<file path="src/rtl/insn_fetch_seq.sv">
// Fetch/issue sequencer for the RV32I control unit.
// Runs one instruction at a time through FETCH -> DECODE -> EXEC. It latches the
// fetched word, classifies it into a one-hot decoder select, and issues a
// single-cycle commit strobe.
// Optional feature macro: FETCH_TIMEOUT_EN enables the fetch-timeout watchdog
// and the sticky fetch_err flag. Without it, FETCH waits indefinitely.
module insn_fetch_seq #(
  parameter int XLEN          = 32,
  parameter int FETCH_TIMEOUT = 15
) (
  input  logic            clk,
  input  logic            rst_n,
  input  logic [XLEN-1:0] pc,
  input  logic            stall,
  output logic            imem_req,
  output logic [XLEN-1:0] imem_addr,
  input  logic [XLEN-1:0] imem_rdata,
  input  logic            imem_ack,
  output logic [XLEN-1:0] insn,
  output logic            insn_valid,
  output logic [8:0]      dec_sel,
  output logic            commit_en,
  output logic            pc_adv,
  output logic            illegal,
  output logic            fetch_err
);

  typedef enum logic [2:0] {RESET_WAIT, FETCH, DECODE, EXEC, TRAP} state_t;

  state_t            state, state_nxt;
  logic [8:0]        dec_sel_nxt;
  logic              timeout_hit;
  logic              addr_held;
  logic [XLEN-1:0]   addr_q;

  // Only the 32-bit datapath and a timeout that fits the 4-bit counter are supported.
  if (XLEN != 32 || FETCH_TIMEOUT < 1 || FETCH_TIMEOUT > 15) begin : g_bad_cfg
    $error("insn_fetch_seq: unsupported XLEN or FETCH_TIMEOUT");
  end

  // One-hot decoder select for a word; all-zero means illegal.
  function automatic logic [8:0] classify(input logic [31:0] w);
    logic [8:0] s;
    s = '0;
    if (w[1:0] == 2'b11) begin
      case (w[6:0])
        7'b0110011: s[0] = 1'b1;
        7'b0010011: s[1] = 1'b1;
        7'b0000011: s[2] = 1'b1;
        7'b1100111: s[3] = (w[14:12] == 3'b000);
        7'b0100011: s[4] = 1'b1;
        7'b1100011: s[5] = 1'b1;
        7'b0110111: s[6] = 1'b1;
        7'b0010111: s[7] = 1'b1;
        7'b1101111: s[8] = 1'b1;
        default:    s    = '0;
      endcase
    end
    return s;
  endfunction

  assign dec_sel_nxt = classify(insn);

  // The first FETCH cycle presents the live PC. That cycle follows the
  // pc_adv edge, so the PC register already holds the new value. The address
  // is then held from addr_q for as long as the memory keeps us waiting.
  assign imem_addr = addr_held ? addr_q : pc;

`ifdef FETCH_TIMEOUT_EN
  logic [3:0] to_cnt;

  assign timeout_hit = (state == FETCH) && !imem_ack &&
                       (to_cnt == 4'(FETCH_TIMEOUT - 1));

  // Count unacknowledged FETCH cycles; zero whenever not waiting in FETCH.
  always_ff @(posedge clk or negedge rst_n) begin
    if (!rst_n)
      to_cnt <= '0;
    else if (state != FETCH || imem_ack)
      to_cnt <= '0;
    else
      to_cnt <= to_cnt + 4'd1;
  end

  // Sticky fetch-timeout flag; an ack on the terminal cycle suppresses it.
  always_ff @(posedge clk or negedge rst_n) begin
    if (!rst_n)
      fetch_err <= 1'b0;
    else if (timeout_hit)
      fetch_err <= 1'b1;
  end
`else
  assign timeout_hit = 1'b0;
  assign fetch_err   = 1'b0;
`endif

  // State register.
  always_ff @(posedge clk or negedge rst_n) begin
    if (!rst_n)
      state <= RESET_WAIT;
    else
      state <= state_nxt;
  end

  // Next-state logic and the combinational request/commit strobes.
  always_comb begin
    state_nxt = state;
    imem_req  = 1'b0;
    commit_en = 1'b0;
    pc_adv    = 1'b0;
    case (state)
      RESET_WAIT: state_nxt = FETCH;
      FETCH: begin
        imem_req = 1'b1;
        if (imem_ack)
          state_nxt = DECODE;
        else if (timeout_hit)
          state_nxt = TRAP;
      end
      DECODE: state_nxt = (dec_sel_nxt != '0) ? EXEC : TRAP;
      EXEC: begin
        if (!stall) begin
          commit_en = 1'b1;
          pc_adv    = 1'b1;
          state_nxt = FETCH;
        end
      end
      TRAP:    state_nxt = TRAP;
      default: state_nxt = RESET_WAIT;
    endcase
  end

  // Instruction register, held fetch address, decode select and flags.
  always_ff @(posedge clk or negedge rst_n) begin
    if (!rst_n) begin
      insn       <= 32'h0000_0013;
      insn_valid <= 1'b0;
      dec_sel    <= '0;
      illegal    <= 1'b0;
      addr_q     <= '0;
      addr_held  <= 1'b0;
    end else begin
      case (state)
        FETCH: begin
          if (imem_ack) begin
            insn      <= imem_rdata;
            addr_held <= 1'b0;
          end else begin
            addr_q    <= imem_addr;
            addr_held <= 1'b1;
          end
        end
        DECODE: begin
          if (dec_sel_nxt != '0) begin
            dec_sel    <= dec_sel_nxt;
            insn_valid <= 1'b1;
          end else begin
            dec_sel <= '0;
            illegal <= 1'b1;
          end
        end
        EXEC: begin
          if (!stall) begin
            dec_sel    <= '0;
            insn_valid <= 1'b0;
          end
        end
        default: ;
      endcase
    end
  end

endmodule

</file>
<file path="config.mk">
export PLATFORM = sky130hd
export DESIGN_NAME = insn_fetch_seq
export DESIGN_NICKNAME = d
export VERILOG_FILES = /design/src/rtl/insn_fetch_seq.sv
export SDC_FILE = /design/constraint.sdc
export NUM_CORES = 1
export LEC_CHECK = 0
export ABC_AREA = 1
export CORE_MARGIN = 10
export CORE_UTILIZATION = 47
export CTS_CLUSTER_DIAMETER = 150
export DETAILED_ROUTE_END_ITERATION = 16
export GPL_ROUTABILITY_DRIVEN = 0
export PLACE_DENSITY = 0.93
export REMOVE_ABC_BUFFERS = 1
export SLEW_MARGIN = 20
export SYNTH_ARGS = -nofsm -noshare
export SYNTH_HDL_FRONTEND = slang
export SYNTH_SLANG_ARGS = --single-unit
</file>
<file path="constraint.sdc">
create_clock -name clk -period 2.92 [get_ports clk]
set_input_delay 0.584 -clock clk [delete_from_list [all_inputs] [get_ports clk]]
set_output_delay 0.584 -clock clk [all_outputs]
set_load 0.05 [all_outputs]
</file>
==> metrics.txt <==
worst vdd ir 0.0008869 V; Max Cap Viol 0; post-cts resize count 0; drt initial violations 98; ranking of synthesized cells by area dfrtp_1, mux2_4, nand2_1; Final setup viols 0; row count 31; hold_buf cts 0; Avg Inst Size Synth ~9.4 µm²; TritonCTS clock tree done; Synth cell types 25; Synth Register Bits 79; area leader, netlist dfrtp_1; most frequent cells in the layout clkdlybuf4s50_1, nand2_1, dfrtp_1; Clk Latency, worst-skew pair ~350 ps; setup repair after global routing missed its margin no; Least-Margin Pin Slew approximately 950 ps; Area growth syn-to-layout 43.70%; final hold slack between 300 and 400 ps; All-Layer GR Usage 16.81%; EDFF count, synth 0; Root Buffer clkbuf_8; drt first pass iters 4; Clock Tree Buf Depth 2; final worst-path cycle share 87.81%; met3 Use GR 5.449%; vias in the first global route roughly 3,200; GR Overflow Total 0; multi-input combinational cell area 1338 µm²; Fmax achieved a little under 400 MHz; initial antenna violation count 0; sequential share of the synthesized area a little over half; Yosys warnings 0; ys async rst share between 90% and 100%; Syn Std Cell Area 3625 µm²; GR Layer Usage met2 29.88%; drt drc 0; crit-path max FO between 60 and 70; commonest non-fill, non-tap cell in the layout clkdlybuf4s50_1; status finished, final reports clean; TritonCTS Sinks 79; first-pass GRT wire length 15.76 mm; final std cells w/o fill about 630; Port-buffer cells 145; Die Area between 10,000 and 15,000 µm²; post-CTS setup buffer count 0; fin crit period roughly 2600 ps; Worst Skew 11.99 ps; hold crit path type in -> async; gr busiest metal met2; wire per inst between 15 and 20 µm; ant diodes 0; Synth top area share roughly 52%; Vias/cell around 5; Fin. Hold Viols 0; top_reg_cell synth dfrtp_1; critical path class reg -> out; WL final between 9 and 10 mm; grt met1 use a little under a fifth; Register Area approximately 2000 µm²; Startpoint Class flop; post-layout util just over 70%; vias 3,057; Mapped Cells between 300 and 400; core area 7370 µm²; Leak Pwr between 2 and 2.5 nW; total CTS buffers 9; nets@finish between 500 and 600; HPWL after DPL approximately 7.7 mm; Worst setup EP type primary output; Final ANT Viol Nets 0; I/O pins ~150; pwr dens about 1300 nW/µm²; post-route setup TNS 0 ps; largest net degree at the start of global routing 80; initial core utilization between 40% and 50%; CTS H-tree depth 3; Die W about 110 µm; Die H between 100 and 150 µm; crit path DAT between 1500 and 2000 ps; CP Data Required Time ~2300 ps; number of fill cells 520; Design Power approximately 6.9 mW; Slew Viols, Final 0; Cells after DPL just over 600; max_slew headroom a little over a third; layout cells sized above 1 16.42%; Worst-path clk slew 90 ps
-- per-stage QoR --
step                worst slack [ps]  cell area [µm²]
floorplan                      220.4             3505
global placement               654.8             5012
detailed placement             626.4             5012
CTS                            342.9             5209
global route                   189.4             5209
finish                         355.9             5209
-- layer usage --
layer	part of all wire, %	wire (µm)
met1	39	3836
met2	53	5241
met3	6.8	680
met4	1.7	172
met5	0	0
-- cells in the mapped netlist, drive strengths merged (2+ instances only) --
library cell	n
buf	12
nor3	2
a32o	2
o21ai	70
a21oi	10
mux2	25
clkbuf	7
o31ai	3
dfstp	3
inv	51
nand2	96
nand3	5
dfrtp	76
nor2	20
-- final cells by class --
class,instances,area share [%]
Inverter,51,3.675
Sequential cell,79,38.03
Timing Repair Buffer,147,26.47
Clock inverter,6,1.321
Clock buffer,10,2.450
Tap cell,99,2.378
Multi-Input combinational cell,237,25.68
-- sequential cells by signal (all words and copies together) (netlist names) --
| name | flops |
|---|---|
| illegal | 1 |
| addr_q | 32 |
| state | 3 |
| addr_held | 1 |
| dec_sel | 9 |
| insn | 32 |
| insn_valid | 1 |
-- cells by family (layout without fill, tap and decap cells) --
logic type	count (synthesis)	after routing	synth area share [%]
flip-flops	79	79	54.64
AO/OA/AOI/OAI	87	87	12.67
multiplexers	25	25	10.36
buffers and inverters	70	214	8.595
AND/OR/NAND/NOR	124	124	13.63
other	1	1	0.1035
-- path summary, 6_finish.rpt --
path / end / slack, ps / depth (start not counted) / start
max in group asynchronous: insn[23]$_DFFE_PN0P_ / 1920 / 1 / rst_n
min in group clk: illegal$_DFFE_PN0P_ / 480 / 2 / illegal$_DFFE_PN0P_
min: dec_sel[0]$_DFFE_PN0P_ / 350 / 1 / rst_n
max: imem_addr[31] / 360 / 4 / addr_held$_DFFE_PN0P_
min reg2reg: illegal$_DFFE_PN0P_ / 480 / 2 / illegal$_DFFE_PN0P_
max reg2reg: insn[8]$_DFFE_PN0P_ / 1110 / 4 / state[1]$_DFFE_PN0P_
-- power by group --
part           total (mW)  internal [mW]  switching, mW
Clock               0.801          0.398          0.404
Combinational        4.27           1.38           2.90
Sequential           1.82           1.56          0.260
Total                6.89           3.33           3.56
-- critical path: stages, from the launching register on --
cell and delay, ps:
dfrtp_1 390, inv_2 600, nand2_1 150, o21ai_0 190, buf_4 270
No activity file was read; power rests on OpenSTA's default activity.
